### src/rtl/regfile_pkg.sv
// Shared constants and types for the 2-read / 1-write ARM register file.
//   WIDTH    : data word width in bits
//   DEPTH    : number of architectural registers
//   ZERO_REG : index hard-wired to zero (XZR); writes to it are dropped
//   ADDR_W   : register index width, derived from DEPTH
//   NUM_IDX  : number of encodable indices (2**ADDR_W), which may exceed DEPTH
package regfile_pkg;

  localparam int WIDTH    = 64;
  localparam int DEPTH    = 32;
  localparam int ZERO_REG = 31;
  localparam int ADDR_W   = $clog2(DEPTH);
  localparam int NUM_IDX  = 1 << ADDR_W;

  typedef logic [WIDTH-1:0]  word_t;
  typedef logic [ADDR_W-1:0] reg_idx_t;

  // An index has real storage only if it lies inside the file and is not XZR.
  function automatic bit is_storage(int idx);
    return (idx < DEPTH) && (idx != ZERO_REG);
  endfunction

endpackage

### src/rtl/regfile_rd_port.sv
// One registered read port of the register file.
//   clk, reset : clock and asynchronous active-high reset
//   rd_en      : capture enable; low holds rd_data (stall)
//   rd_addr    : register index to read
//   wr_en, wr_addr, wr_data : this cycle's write, used for same-edge bypass
//   mem_view   : current contents of every encodable index (0 where no storage)
//   readable   : 1 for indices backed by storage, 0 for XZR and out-of-range
//   rd_data    : registered read data
//   rd_valid   : 1 when rd_data was captured at the most recent edge
module regfile_rd_port
  import regfile_pkg::*;
(
  input  logic                      clk,
  input  logic                      reset,
  input  logic                      rd_en,
  input  reg_idx_t                  rd_addr,
  input  logic                      wr_en,
  input  reg_idx_t                  wr_addr,
  input  word_t                     wr_data,
  input  word_t [NUM_IDX-1:0]       mem_view,
  input  logic  [NUM_IDX-1:0]       readable,
  output word_t                     rd_data,
  output logic                      rd_valid
);

  word_t next_data;

  // Zero force covers XZR and out-of-range indices; it takes priority over the
  // bypass so a write aimed at XZR can never leak into a read of XZR.
  always_comb begin
    // NOTE: assign a default before any branch so no path leaves next_data
    // unassigned, which would infer a latch.
    next_data = '0;
    if (readable[rd_addr]) begin
      if (wr_en && (wr_addr == rd_addr)) begin
        next_data = wr_data;
      end else begin
        next_data = mem_view[rd_addr];
      end
    end
  end

  always_ff @(posedge clk or posedge reset) begin
    if (reset) begin
      rd_data  <= '0;
      rd_valid <= 1'b0;
    end else begin
      // NOTE: non-blocking assignments here so every flop samples pre-edge
      // values, independent of statement order across always_ff blocks.
      rd_valid <= rd_en;
      if (rd_en) begin
        rd_data <= next_data;
      end
    end
  end

endmodule

### src/rtl/regfile_read_2p.sv
// 32-entry, 64-bit ARM register file: one write port (from WB) and two
// registered read ports (Rn on A, Rm on B) feeding the ID/EX boundary.
// Reads capture on the clock edge with same-edge write bypass; X31 reads zero.
//   clk, reset             : clock and asynchronous active-high reset
//   wr_en, wr_addr, wr_data: write port
//   rd_en_a, rd_addr_a     : port A capture enable and index
//   rd_en_b, rd_addr_b     : port B capture enable and index
//   rd_data_a, rd_data_b   : registered read data
//   rd_valid_a, rd_valid_b : data captured at the most recent edge
module regfile_read_2p
  import regfile_pkg::*;
(
  input  logic              clk,
  input  logic              reset,
  input  logic              wr_en,
  input  logic [ADDR_W-1:0] wr_addr,
  input  logic [WIDTH-1:0]  wr_data,
  input  logic              rd_en_a,
  input  logic [ADDR_W-1:0] rd_addr_a,
  input  logic              rd_en_b,
  input  logic [ADDR_W-1:0] rd_addr_b,
  output logic [WIDTH-1:0]  rd_data_a,
  output logic [WIDTH-1:0]  rd_data_b,
  output logic              rd_valid_a,
  output logic              rd_valid_b
);

  word_t [NUM_IDX-1:0] mem_view;
  logic  [NUM_IDX-1:0] readable;

  // Every encodable index gets a slot in mem_view so the read mux needs no
  // range compare; indices without storage are tied to zero.
  for (genvar i = 0; i < NUM_IDX; i++) begin : g_idx
    if (is_storage(i)) begin : g_entry
      word_t q;

      // NOTE: the storage is built from individual flops, so it can and does
      // take the asynchronous reset like any other state.
      always_ff @(posedge clk or posedge reset) begin
        if (reset) begin
          q <= '0;
        end else if (wr_en && (wr_addr == reg_idx_t'(i))) begin
          q <= wr_data;
        end
      end

      assign mem_view[i] = q;
      assign readable[i] = 1'b1;
    end else begin : g_none
      assign mem_view[i] = '0;
      assign readable[i] = 1'b0;
    end
  end

  regfile_rd_port u_port_a (
    .clk      (clk),
    .reset    (reset),
    .rd_en    (rd_en_a),
    .rd_addr  (rd_addr_a),
    .wr_en    (wr_en),
    .wr_addr  (wr_addr),
    .wr_data  (wr_data),
    .mem_view (mem_view),
    .readable (readable),
    .rd_data  (rd_data_a),
    .rd_valid (rd_valid_a)
  );

  regfile_rd_port u_port_b (
    .clk      (clk),
    .reset    (reset),
    .rd_en    (rd_en_b),
    .rd_addr  (rd_addr_b),
    .wr_en    (wr_en),
    .wr_addr  (wr_addr),
    .wr_data  (wr_data),
    .mem_view (mem_view),
    .readable (readable),
    .rd_data  (rd_data_b),
    .rd_valid (rd_valid_b)
  );

endmodule

### config.mk
export PLATFORM = sky130hd
export DESIGN_NAME = regfile_read_2p
export DESIGN_NICKNAME = d
export VERILOG_FILES = /design/src/rtl/regfile_pkg.sv /design/src/rtl/regfile_rd_port.sv /design/src/rtl/regfile_read_2p.sv
export SDC_FILE = /design/constraint.sdc
export NUM_CORES = 2
export LEC_CHECK = 0
export BUFFER_PORTS_ARGS = -buffer_cell sky130_fd_sc_hd__buf_4
export CAP_MARGIN = 20
export CORE_MARGIN = 3
export CORE_UTILIZATION = 40
export CTS_CLUSTER_SIZE = 20
export DETAILED_ROUTE_END_ITERATION = 10
export SYNTH_ARGS = -nofsm -noshare
export SYNTH_HDL_FRONTEND = slang
export SYNTH_SLANG_ARGS = --single-unit
### constraint.sdc
create_clock -name clk -period 73.2 [get_ports clk]
set_input_delay 18.3 -clock clk [delete_from_list [all_inputs] [get_ports clk]]
set_output_delay 18.3 -clock clk [all_outputs]
set_load 0.02 [all_outputs]
==> impl_metrics.ini <==
[floorplanning]
start_util = 0.404
die_h_um = 533
design.core.area_um2 = 275000
fp.dieW_um = 533
rows = 192
ios = 214
die-area_um2 = 284000

[global_routing]
grt-ovfl-total = 0
grt_util_met2 = 0.414
grt.met1_usage = 0.372
grt_antenna_before_repair = 38
grt_pass1_wl_mm = 559
top_usage_layer = met2
grt_usage = 0.268
grt_max_degree = 188
grtUsageMet3 = 0.0570
grt_pass1_vias = 75140

[sta]
relSlewSlack = 0.194
max_freq_mhz = 44.6
rsz0062_at_grt = false
fin_skew_ns = 0.0323
tightest_slew_ns = 1.21
finalCriticalPeriod_ns = 22.42
fin_crit_sh = 0.306
setup_viol_count_final = 0
final_hold_viol_count = 0
setup_tns_ns = 0
slew_violations = 0
hold_ws_ns = 0.506

[synth]
synthesis.area_um2 = 111000
ys.flop_type = dfrtp_1
synth_warnings = 0
synth_nets = 7722
synth-edff-count = 0
yosysSeqAreaShare = 0.477
async_reset_ff_frac = 1.00
syn_avg_cell_area_um2 = 14.5
synth_seq_cells = 2114
synthCells = 7638
yosysUniqueCellTypes = 63

[route]
viasPerCell = 6.45
wl_per_cell_um = 34.1
dr.pass1.iters = 8
drc = 0
via_count = 73018
drt_wl_total_mm = 386
ant_nets = 0
drtIter0Drc = 8005

[finish]
syn2layout_area_growth_pct = 10.9
num-fill-cells = 24425
multiInputGateArea_um2 = 54300
final_cell_area_um2 = 123000
layout-drive-gt1-share = 0.405
finalNetCount = 7504
seqCellArea_um2 = 52900

[worst_setup_path]
worstPathCellList = buf_4 > clkinvlp_4 > buf_12 > buf_4 > buf_4 > buf_4 > buf_4
worstSetupEndpointType = asynchronous set/reset pin
cp_slowest_cell = buf_4
r2r_cells = 5
worst_ep_arrival_time_ns = 23.31
required_ns = 74.09
crit_path_start_kind = input pin
max_stage_delay_ns = 0.82
worstSetupPathType = in2async
crit_fanout = 167
timing.critical_path.mode_cell = buf_4

[cts]
cts_root_buf = clkbuf_16
ctsHoldBuffers = 0
clkLatencyLatePin_ns = 0.89
post_cts_resize_count = 0
cts_buffers = 228
cts_tree = done
cts.sinks = 2114
htreeDepth = 4
cts_setup_buffers = 0
path_clk_slew_ns = 0.06
cts_buffer_depth = 3

[power_and_ir_drop]
irDropWorstVdd_mv = 0.0257
p_int_mw = 2.48
swShare = 0.282
power_frac_clock = 0.348
combPwrFrac = 0.196
p_seq_frac = 0.455
p_leak_nw = 53.6
p_per_area_nw_per_um2 = 28.0
finalPower_mw = 3.45
switching_power_mw = 0.970

[placement]
dpl_cell_area_um2 = 115000
dp_hpwl_mm = 216
port_buffers = 213
place_congestion = 0.818

[worst_hold_path]
hp-class = reg2reg
min_delay_path_depth = 1

[flow_run]
cap_viol_max_count = 0

[outcome]
status = completed
cells by family after synthesis:
kind of cell	synth area share
DFF	0.477
and+or+nand+nor	0.0198
AOI/OAI and AO/OA	0.0611
buffers and inverters	0.0372
muxes	0.404
xor gates and xnor gates	0.000790
layout make-up:
type	instances	area share
Inverter	68	0.00211
Timing Repair Buffer	380	0.0252
Sequential cell	2114	0.430
Clock buffer	337	0.0548
Multi-Input combinational cell	4628	0.441
Tap cell	3686	0.0375
Antenna cell	22	0.000448
Clock inverter	83	0.00829
worst paths after layout:
path,startpoint,end,slack [ns]
worst min-delay path,g_idx[28].g_entry.q[32]$_DFFE_PP0P_,g_idx[28].g_entry.q[32]$_DFFE_PP0P_,0.51
max in group clk,rd_addr_b[1],u_port_b.rd_data[18]$_DFFE_PP0P_,51.04
worst max register to register,g_idx[21].g_entry.q[3]$_DFFE_PP0P_,u_port_b.rd_data[3]$_DFFE_PP0P_,71.14
worst max-delay path,reset,g_idx[2].g_entry.q[9]$_DFFE_PP0P_,50.78
min in group asynchronous,reset,g_idx[24].g_entry.q[44]$_DFFE_PP0P_,17.64
worst min register to register,g_idx[28].g_entry.q[32]$_DFFE_PP0P_,g_idx[28].g_entry.q[32]$_DFFE_PP0P_,0.51
cells in the final DEF (no fill, tap or decap), types with 92 or more instances in the layout:
cell type / netlist / routed
mux2_2: 1511 / 1511
buf_4: 57 / 357
nor2b_1: 136 / 129
a22oi_1: 236 / 236
mux2_1: 429 / 429
mux4_2: 751 / 751
o21ai_0: 94 / 94
nor3_1: 92 / 92
dfrtp_1: 2114 / 2114
o22ai_1: 210 / 210
mux2i_1: 604 / 604
clkbuf_16: 0 / 230
a221o_1: 124 / 124
per-layer routing:
metal	wire, um	vias to the layer above	part of all wire
met5	68	-	0.00018
met4	15100	10	0.039
met3	32300	796	0.084
met1	162000	39693	0.42
met2	176000	3368	0.46
li1	-	29151	-
critical path, delay by kind of cell:
| kind | cells | cell delay, ns |
|---|---|---|
| buffers and inverters | 7 | 4.59 |
power by group through the flow:
| stage | registers [mW] | clock network (mW) | logic (mW) |
|---|---|---|---|
| after floorplan | 1.55 | 0 | 0.517 |
| after CTS | 1.57 | 1.22 | 0.677 |
| after detailed placement | 1.59 | 0 | 0.675 |
| after global placement | 1.57 | 0 | 0.657 |
| after global routing | 1.60 | 1.27 | 0.726 |
| final | 1.57 | 1.20 | 0.676 |
metrics by stage:
| stage | setup slack [ns] | cells | utilization |
|---|---|---|---|
| after floorplan | 25.54 | 7638 | - |
| after global placement | 49.87 | 10873 | 0.419 |
| after detailed placement | 49.72 | 10875 | 0.419 |
| after CTS | 50.62 | 11295 | 0.447 |
| after global routing | 50.05 | 11309 | 0.447 |
| final | 50.78 | 11318 | 0.447 |
registers in the layout (all words and copies together) (netlist names):
register           count
u_port_b.rd_data      64
u_port_a.rd_data      64
g_idx.g_entry.q     1984
u_port_a.rd_valid      1
u_port_b.rd_valid      1
cell usage after synthesis, drive strengths merged, types with 4 or more instances:
master,number,share of area
clkbuf,425,0.014
dfrtp,2114,0.48
a22oi,236,0.016
o41ai,4,0.00032
o22ai,210,0.012
a221oi,16,0.0013
o2bb2ai,62,0.0049
nor2,26,0.00097
o211ai,6,0.00041
xor2,4,0.00032
nor4,5,0.00034
mux2,1940,0.20
nor2b,136,0.0077
nor3,95,0.0045
or3,7,0.00039
and2,7,0.00039
inv,65,0.0022
xnor2,6,0.00047
a21oi,19,0.00086
nand2,93,0.0031
a211oi,27,0.0018
a2111oi,11,0.00093
a221o,124,0.011
buf,403,0.021
mux4,751,0.15
o21ai,116,0.0052
mux2i,604,0.055
nand2b,15,0.00085
o221ai,63,0.0050
nand3,12,0.00054
a31oi,4,0.00023
Note: power is estimated with default switching activity, not from simulation.
